File: src/rtl/gun_sampler.sv
// ============================================================================
// Module      : gun_sampler
// Description : Light-gun header sampler: synchronizes the raw GPIO, captures
//               clamped cursor coordinates on each strobe rise, debounces the
//               trigger and issues rate-limited single-cycle shot pulses.
// Revision    : 1.0 - initial release
// ============================================================================
`default_nettype none

module gun_sampler #(
    parameter int DEBOUNCE_CYCLES = 500000,
    parameter int COOLDOWN_CYCLES = 2500000
) (
    input  logic        Clk,
    input  logic        Reset,
    input  logic [35:0] GPIO,
    input  logic        fire_enable,
    output logic        shot,
    output logic [8:0]  cursor_x,
    output logic [8:0]  cursor_y,
    output logic        coord_valid,
    output logic        trigger_held
);

    localparam int c_DB_W = $clog2(DEBOUNCE_CYCLES + 1);
    localparam int c_CD_W = $clog2(COOLDOWN_CYCLES + 1);

    localparam logic [1:0] c_IDLE     = 2'd0;
    localparam logic [1:0] c_ARMED    = 2'd1;
    localparam logic [1:0] c_HOLD     = 2'd2;
    localparam logic [1:0] c_COOLDOWN = 2'd3;

    logic [19:0]       r_sync1;
    logic [19:0]       r_sync2;
    logic              r_strobe_d;
    logic [c_DB_W-1:0] r_db_cnt;
    logic [c_CD_W-1:0] r_cool_cnt;
    logic [1:0]        r_state;
    logic [1:0]        w_next;
    logic              w_cool_load;
    logic              w_rise;
    logic              w_trig;
    logic [8:0]        w_x;
    logic [8:0]        w_y;
    logic              w_unused;

    assign w_x      = r_sync2[8:0];
    assign w_y      = r_sync2[17:9];
    assign w_rise   = r_sync2[18] & ~r_strobe_d;
    assign w_trig   = ~r_sync2[19];
    assign w_unused = ^GPIO[35:20];

    always_ff @(posedge Clk) begin
        if (Reset) begin
            r_sync1     <= '0;
            r_sync2     <= '0;
            r_strobe_d  <= 1'b0;
            cursor_x    <= '0;
            cursor_y    <= '0;
            coord_valid <= 1'b0;
        end else begin
            r_sync1    <= GPIO[19:0];
            r_sync2    <= r_sync1;
            r_strobe_d <= r_sync2[18];
            if (w_rise) begin
                cursor_x    <= (w_x > 9'd319) ? 9'd319 : w_x;
                cursor_y    <= (w_y > 9'd239) ? 9'd239 : w_y;
                coord_valid <= 1'b1;
            end
        end
    end

    // Accept a new trigger level only after it differs for DEBOUNCE_CYCLES in a row
    always_ff @(posedge Clk) begin
        if (Reset) begin
            r_db_cnt     <= '0;
            trigger_held <= 1'b0;
        end else if (w_trig == trigger_held) begin
            r_db_cnt <= '0;
        end else if (r_db_cnt == c_DB_W'(DEBOUNCE_CYCLES - 1)) begin
            r_db_cnt     <= '0;
            trigger_held <= w_trig;
        end else begin
            r_db_cnt <= r_db_cnt + 1'b1;
        end
    end

    always_ff @(posedge Clk) begin
        if (Reset) begin
            r_state    <= c_IDLE;
            r_cool_cnt <= '0;
        end else begin
            r_state <= w_next;
            if (w_cool_load)
                r_cool_cnt <= c_CD_W'(COOLDOWN_CYCLES);
            else if (r_cool_cnt != '0)
                r_cool_cnt <= r_cool_cnt - 1'b1;
        end
    end

    // ARMED is only entered with the trigger released, so a held level there is a fresh press
    always_comb begin
        w_next      = r_state;
        shot        = 1'b0;
        w_cool_load = 1'b0;
        if (!fire_enable) begin
            w_next = c_IDLE;
        end else begin
            case (r_state)
                c_IDLE: begin
                    if (!trigger_held)
                        w_next = c_ARMED;
                end
                c_ARMED: begin
                    if (trigger_held) begin
                        w_next = c_HOLD;
                        shot   = 1'b1;
                    end
                end
                c_HOLD: begin
                    if (!trigger_held) begin
                        w_next      = c_COOLDOWN;
                        w_cool_load = 1'b1;
                    end
                end
                c_COOLDOWN: begin
                    if (r_cool_cnt == '0)
                        w_next = trigger_held ? c_HOLD : c_ARMED;
                end
                default: w_next = c_IDLE;
            endcase
        end
    end

endmodule

`default_nettype wire

File: config.mk
export PLATFORM = sky130hd
export DESIGN_NAME = gun_sampler
export DESIGN_NICKNAME = d
export VERILOG_FILES = /design/src/rtl/gun_sampler.sv
export SDC_FILE = /design/constraint.sdc
export NUM_CORES = 1
export LEC_CHECK = 0
export CAP_MARGIN = 10
export CELL_PAD_IN_SITES_DETAIL_PLACEMENT = 0
export CELL_PAD_IN_SITES_GLOBAL_PLACEMENT = 1
export CORE_MARGIN = 2
export CORE_UTILIZATION = 41
export CTS_BUF_LIST = sky130_fd_sc_hd__clkbuf_8
export CTS_CLUSTER_SIZE = 24
export DETAILED_ROUTE_END_ITERATION = 8
export PLACE_DENSITY_LB_ADDON = 0.1
export SLEW_MARGIN = 20
export SYNTH_ARGS = -nofsm -noshare
export SYNTH_HDL_FRONTEND = slang
export SYNTH_SLANG_ARGS = --single-unit
File: constraint.sdc
create_clock -name Clk -period 4.5 [get_ports Clk]
set_input_delay 0.9 -clock Clk [delete_from_list [all_inputs] [get_ports Clk]]
set_output_delay 0.9 -clock Clk [all_outputs]
set_load 0.02 [all_outputs]
# Word-level counts from Yosys, hierarchy flattened
# Index checks and enable logic that the tools add are counted.
[totals]
regBits = 104
in_bits = 39
output_inout_bits = 21
wordCells = 54
[op_classes]
n_addsub = 2
n_lt_le_gt_ge = 2
n_eq_ne = 9
n_mux = 16
bitwise_logic = 5
n_reduce_logical = 9
[op_table]
columns = ["cell", "count"]
rows = [
  ["$mux W22", 2],
  ["$logic_not A22 Y1", 1],
  ["$reduce_bool A22 Y1", 1],
  ["$sub A22 B1 Y22 const B", 1],
  ["$add A19 B1 Y19 const B", 1],
  ["$eq A19 B19 Y1 const B", 1],
  ["$mux W9", 2],
  ["$mux W2", 5],
  ["$gt A9 B8 Y1 const B", 1],
  ["$gt A9 B9 Y1 const B", 1],
  ["$ne A2 B2 Y1 const B", 4],
  ["$pmux W2 S4", 1],
  ["$mux W1", 6],
  ["$eq A2 B2 Y1 const B", 2],
  ["$not A1 Y1", 4],
  ["$reduce_and A4 Y1", 1],
  ["$reduce_or A2 Y1", 2],
  ["$reduce_or A3 Y1", 1],
  ["$eq A2 B1 Y1 const B", 1],
  ["$logic_not A2 Y1", 1],
  ["$reduce_and A2 Y1", 1],
  ["$reduce_bool A2 Y1", 1],
  ["$and A1 B1 Y1", 1],
  ["$eq A1 B1 Y1", 1],
]

# Longest topological paths before layout
# Gate-level depths: netlist (run 1).
[logic_depth]
ltp_word = 4
depth_mapped = 7
mapped_depth_nobuf = 6

# Least setup slack after synthesis (run 1)
# Ideal clock, no wire load.
[synth_timing]
kind = "input -> output"
start = "in fire_enable"
end = "out shot"
t_arrival_ns = 1.421
t_required_ns = 3.600
slack_ns = 2.179
cell_stages = 1
path_buffers = 0
path_cell_list = "nor3b_1"
[synth_via]
elab_chain_cells = 1
[synth_rtl]
columns = ["element", "line_no", "rtl"]
rows = [
  ["start: declaration", "17", "input logic fire_enable,"],
  ["$mux W1", "106", "if (!fire_enable) begin"],
  ["end: declaration", "18", "output logic shot,"],
]
# Every way passes these cells.

# Worst setup path in the final report (run 1)
# Ends and elaborated chain as after synthesis.

==> summary.txt, run 1 <==
Max-slew violation count: 0
Fill cell count: 931
Critical path endpoint category: output pin
Nets: 512
Reg clk slew, reported paths: 0.11 ns
I/O pin cnt: 60
Crit path max fanout: 4
PwrDens: 496 mW/mm^2
Final instance area: 0.00474 sq mm
Vias in the first global route: 2,836
Initial DRC count: 85
CP startpoint kind: input pin
Arrival @ worst endpoint: 2.23 ns
Static leakage power: 1.70 nW
Slew HR: 0.451
Layout cell share with drive strength beyond 1: 0.0589
Fraction of registers with async set or reset after synthesis: 0
Worst Setup Path Type: in -> out
Initial antenna violation count: 0
Yosys reg bits: 104
First-pass detailed-route iteration total: 4
GR Util met3: 0.0251
IO Port Bufs: 43
Clk_skew: 0.0113 ns
Post-CTS Setup Inserts: 0
Area post-placement: 0.00455 sq mm
Syn Area/Cell: 9.33 sq um
Dpl hpwl: 5180 um
Area growth syn-to-layout: 18.7%
Synth Cell Area: 0.00399 sq mm
Clk sink count: 104
Worst IR drop on VDD: 0.245 mV
CTS root buf: clkbuf_8
Via count: 3,109
Synth Instances: 428
Ys flop type: dfxtp_1
Largest net degree at the start of global routing: 62
GR peak layer: met2
Status: finished clean
Setup_tns: 0 ns
Most frequent cells in the layout: dfxtp_1 (104), nor2_1 (52), nor2b_1 (42), clkdlybuf4s50_1 (42), nor3_1 (24)
Vias/cell: 5.11
DRC: 0
Final setup fails: 0
Clock tree buffer depth: 2
Starting density of the core: 0.416
Net Count, Synth: 470
Post-route ant nets: 0
Inserted Clock Buffers: 9
Worst Path Required: 3.60 ns
Yosys cell types: 49
CTS tree: yes
Met2 usage: 0.258
DIE AREA: 0.0105 sq mm
Num rows: 36
Drt wl/cell: 12.6 um
Highest clock rate: 319 MHz
Final Power: 2.35 mW
Global-route wire length before repair: 13,100 um
Final hold vios: 0
Overall global routing resource usage: 0.156
Die Ht: 103 um
Post_cts resized: 0
Grt ovf: 0
Commonest non-fill, non-tap cell in the layout: dfxtp_1
Max cap viols: 0
RSZ-0062 raised after global routing: no
Post-synthesis sequential area ratio: 0.522
Final period util: 0.696
Placer Congestion: 0.778
Cts hold-fix bufs: 0
# diodes: 0
Die W: 103 um
Core area: 0.00959 sq mm
Hold Path Class: reg -> reg
Post-synth EDFFs: 0
Ys Warns: 0
Htree depth: 3
Clk Latency, worst-skew pair: 0.36 ns
Final WL: 7670 um
Worst Max-Slew Pin Slew: 0.813 ns
Met1 global-route usage: 0.204
Crit path time final: 3.13 ns
[through the flow]
stage                      util  hold WS (ns)  setup WS (ns)  std cells
final                     0.494         0.438           1.37        608
after floorplan               -         0.414           2.18        428
after CTS                 0.494         0.440           1.35        608
after global routing      0.494         0.450           1.29        608
after detailed placement  0.474         0.422           1.36        592
after global placement    0.474         0.416           1.37        592
[kinds of logic after synthesis]
group                      count (synthesis)  share of synthesized area
AOI/OAI and AO/OA                         60                     0.0981
xor gates and xnor gates                  13                     0.0285
adders and majority gates                  3                    0.00941
buffers and inverters                     24                     0.0229
DFF                                      104                      0.522
muxes                                      4                     0.0100
and+or+nand+nor                          220                      0.309
[layer usage]
| layer | routed length [um] | share of wire |
|---|---|---|
| met2 | 3600 | 0.47 |
| met4 | 76 | 0.0099 |
| met1 | 3820 | 0.50 |
| met3 | 180 | 0.023 |
| met5 | 0 | 0 |
[critical path: stages]
cell and delay, ns:
clkdlybuf4s50_1 0.51, nor3b_1 0.19, clkdlybuf4s50_1 0.63
[power breakdown]
part	switching (mW)	internal, mW	leakage, nW	total (mW)
Sequential	0.0947	1.01	0.852	1.11
Clock	0.338	0.214	0.100	0.552
Combinational	0.408	0.283	0.746	0.692
[cell type report]
| type | count | area [sq um] | share of cell area |
|---|---|---|---|
| inverters | 9 | 33.8 | 0.00713 |
| clock inverters | 7 | 66.3 | 0.0140 |
| clock buffers | 9 | 124 | 0.0261 |
| multi-input cells | 300 | 1820 | 0.384 |
| repair buffers | 46 | 448 | 0.0945 |
| flip-flops and latches | 104 | 2080 | 0.439 |
| well taps | 133 | 166 | 0.0351 |
[state kept, by name, summed over array words and instances (netlist names)]
signal / flops
coord_valid: 1
cursor_x: 9
r_state: 2
r_sync2: 20
r_sync1: 20
cursor_y: 9
r_db_cnt: 19
r_cool_cnt: 22
trigger_held: 1
r_strobe_d: 1
[synthesized netlist by cell type, drive strengths merged, types with 2 or more instances]
cell type,count,area share
dfxtp,104,0.52
nor2,52,0.049
nor2b,42,0.066
nor3,24,0.030
nand2,23,0.022
a21oi,17,0.021
nand3,12,0.015
o31ai,11,0.021
or3,11,0.017
clkbuf,10,0.0094
nand4,10,0.017
inv,9,0.0085
or4,9,0.017
o21ai,8,0.010
xnor2,7,0.015
a31oi,6,0.0094
nand2b,6,0.0094
nor4,6,0.018
xor2,6,0.013
and3,5,0.0078
buf,5,0.0050
mux2i,4,0.010
o211ai,4,0.0075
ha,3,0.0094
nand3b,3,0.0056
nor3b,3,0.0056
nor4b,3,0.0066
a211oi,2,0.0038
a221oi,2,0.0044
and2,2,0.0031
and4,2,0.0044
o21a,2,0.0038
or2,2,0.0031
or3b,2,0.0044
[worst paths after layout]
check             slack (ns)        endpoint     startpoint  depth (start not counted)
setup / recovery        1.37            shot    fire_enable                          3
setup reg to reg        2.25  r_cool_cnt[17]  r_cool_cnt[0]                          6
hold / removal          0.44     r_sync2[13]    r_sync1[13]                          1
hold reg to reg         0.44     r_sync2[13]    r_sync1[13]                          1
Note: power is estimated with default switching activity, not from simulation.
==> run 2: changes to the inputs <==
Settings changed: CORE_UTILIZATION 41 to 38.
Clock period 4.5 ns to 2.7 ns, I/O delays scaled along.
==> run 2 against run 1 <==
  * Count of clock-buffer cells in the layout unchanged
  * Hold slack improved by 0.0035 ns
  * Clock power increased by 67%
  * Final area up 1.1%
  * Non-clock buffer count increased by 7
  * Via count is 0.80% lower
==> summary.txt, run 2 (synthesized netlist as in run 1, its figures left out) <==
CP startpoint kind: input pin (unchanged)
Met1 global-route usage: 0.201 (was 0.204)
Post-route ant nets: 0 (unchanged)
PwrDens: 834 mW/mm^2 (was 496 mW/mm^2)
Largest net degree at the start of global routing: 57 (was 62)
Die W: 106 um (was 103 um)
Critical path endpoint category: output pin (unchanged)
Htree depth: 3 (unchanged)
Num rows: 37 (was 36)
Final period util: 0.940
Post-CTS Setup Inserts: 0 (unchanged)
Grt ovf: 0 (unchanged)
Pre-CTS setup slack: 0.178 ns (was 1.36 ns)
Via count: 3,084 (was 3,109)
Hold slack: 0.442 ns (was 0.438 ns)
Clk_skew: 0.0120 ns (was 0.0113 ns)
Initial antenna violation count: 0 (unchanged)
Crit-path max cell delay: 0.65 ns (was 0.63 ns)
# diodes: 0 (unchanged)
Reg clk slew, reported paths: 0.09 ns (was 0.11 ns)
DIE AREA: 0.0113 sq mm (was 0.0105 sq mm)
Area of the multi-input gates: 0.00182 sq mm (unchanged)
Hold depth: 1 (unchanged)
WP depth: 3 (unchanged)
Reg area: 0.00208 sq mm (unchanged)
Kind of cell adding the most delay to the critical path: buffers and inverters (unchanged)
Worst Setup Path Type: in -> out (unchanged)
Slew HR: 0.516 (was 0.451)
Overall global routing resource usage: 0.148 (was 0.156)
Initial DRC count: 115 (was 85)
CP Cell Sequence: clkdlybuf4s50_1 > nor3b_1 > clkdlybuf4s50_1 (unchanged)
I/O pin cnt: 60 (unchanged)
Commonest non-fill, non-tap cell in the layout: dfxtp_1 (unchanged)
Setup_tns: 0 ns (unchanged)
Final setup fails: 0 (unchanged)
Core area: 0.0103 sq mm (was 0.00959 sq mm)
Layout cell share with drive strength beyond 1: 0.0747 (was 0.0589)
IO Port Bufs: 43 (unchanged)
Dpl hpwl: 5490 um (was 5180 um)
Crit path max-delay cell type: clkdlybuf4s50_1 (unchanged)
Cell mode on critical path: clkdlybuf4s50_1 (unchanged)
Top reg by flops: r_cool_cnt (unchanged)
Final WS setup: 0.162 ns (was 1.37 ns)
Max cap viols: 0 (unchanged)
Final instance area: 0.00479 sq mm (was 0.00474 sq mm)
Clk Latency, worst-skew pair: 0.37 ns (was 0.36 ns)
Crit path time final: 2.54 ns
Post_cts resized: 0 (unchanged)
CTS tree: yes (unchanged)
Area growth syn-to-layout: 20.0% (was 18.7%)
Cts hold-fix bufs: 0 (unchanged)
CTS root buf: clkbuf_8 (unchanged)
Worst Max-Slew Pin Slew: 0.725 ns (was 0.813 ns)
Worst IR drop on VDD: 0.289 mV (was 0.245 mV)
Nets: 519 (was 512)
Area post-placement: 0.00460 sq mm (was 0.00455 sq mm)
GR Util met3: 0.0276 (was 0.0251)
Final WL: 7870 um (was 7670 um)
Reg2reg path depth: 7 (was 6)
Vias/cell: 4.99 (was 5.11)
Clk sink count: 104 (unchanged)
Highest clock rate: 394 MHz
Drt wl/cell: 12.7 um (was 12.6 um)
DRC: 0 (unchanged)
Fill cell count: 1,024 (was 931)
Inserted Clock Buffers: 9 (unchanged)
Static leakage power: 1.72 nW (was 1.70 nW)
Worst Path Buf+Inv: 2 (unchanged)
RSZ-0062 raised after global routing: no (unchanged)
Hold Path Class: reg -> reg (unchanged)
Worst Path Required: 2.16 ns (was 3.60 ns)
Final hold vios: 0 (unchanged)
Global-route wire length before repair: 13,500 um (was 13,100 um)
First-pass detailed-route iteration total: 4 (unchanged)
Placer Congestion: 0.736 (was 0.778)
Arrival @ worst endpoint: 2.00 ns (was 2.23 ns)
Max-slew violation count: 0 (unchanged)
Status: finished clean (unchanged)
Clock tree buffer depth: 2 (unchanged)
Met2 usage: 0.230 (was 0.258)
Crit path max fanout: 4 (unchanged)
Final Util: 0.466 (was 0.494)
Biggest regs: r_cool_cnt: 22 flops, r_sync1: 20 flops, r_sync2: 20 flops (unchanged)
Die Ht: 106 um (was 103 um)
GR peak layer: met2 (unchanged)
Largest register FFs: 22 (unchanged)
Vias in the first global route: 2,815 (was 2,836)
Most frequent cells in the layout: dfxtp_1 (104), nor2_1 (52), nor2b_1 (42), clkdlybuf4s50_1 (42), nor3_1 (24) (unchanged)
Starting density of the core: 0.388 (was 0.416)
[run 2: changes by cell type in the layout (fill, tap and decap cells not counted)]
cell        change
inv_1           -1
clkinv_8        -1
clkinvlp_4      +1
buf_4           +7
clkinv_2        +1
clkinv_4        -1
inv_8           +1
[run 2: final timing paths]
kind	startpoint	end	slack (ns)
max	fire_enable	shot	0.16
min	r_sync1[15]	r_sync2[15]	0.44
max reg2reg	r_cool_cnt[0]	r_cool_cnt[17]	0.50
min reg2reg	r_sync1[15]	r_sync2[15]	0.44
[run 2: power breakdown]
part	total (mW)	switching (mW)	leakage (nW)	internal, mW
clock	0.923	0.568	0.0940	0.355
sequential	1.84	0.158	0.852	1.69
combinational	1.23	0.698	0.779	0.532
total	4.00	1.42	1.72	2.57
[run 2: routing by layer]
metal | wire length, um | up-vias
li1 | - | 1609
met1 | 3890 | 1416
met2 | 3610 | 55
met3 | 282 | 4
met4 | 81 | 0
met5 | 0 | -
[run 2: cell type report]
type | instances | area share
flip-flops and latches | 104 | 0.435
repair buffers | 53 | 0.104
multi-input cells | 300 | 0.380
inverters | 9 | 0.00705
well taps | 136 | 0.0355
clock buffers | 9 | 0.0259
clock inverters | 7 | 0.0128
[run 2: worst reg2reg max path, stage by stage (launching register included)]
cell     delay [ns]
dfxtp_1        0.37
inv_1          0.10
ha_1           0.20
or3b_2         0.48
o41ai_1        0.54
buf_4          0.22
o31ai_1        0.06
a31oi_1        0.17
[run 2: stage by stage]
stage,total power [mW],instances
finish,4.00,618
detailed placement,3.10,602
global route,4.29,618
floorplan,2.75,428
CTS,4.04,618
global placement,3.09,602
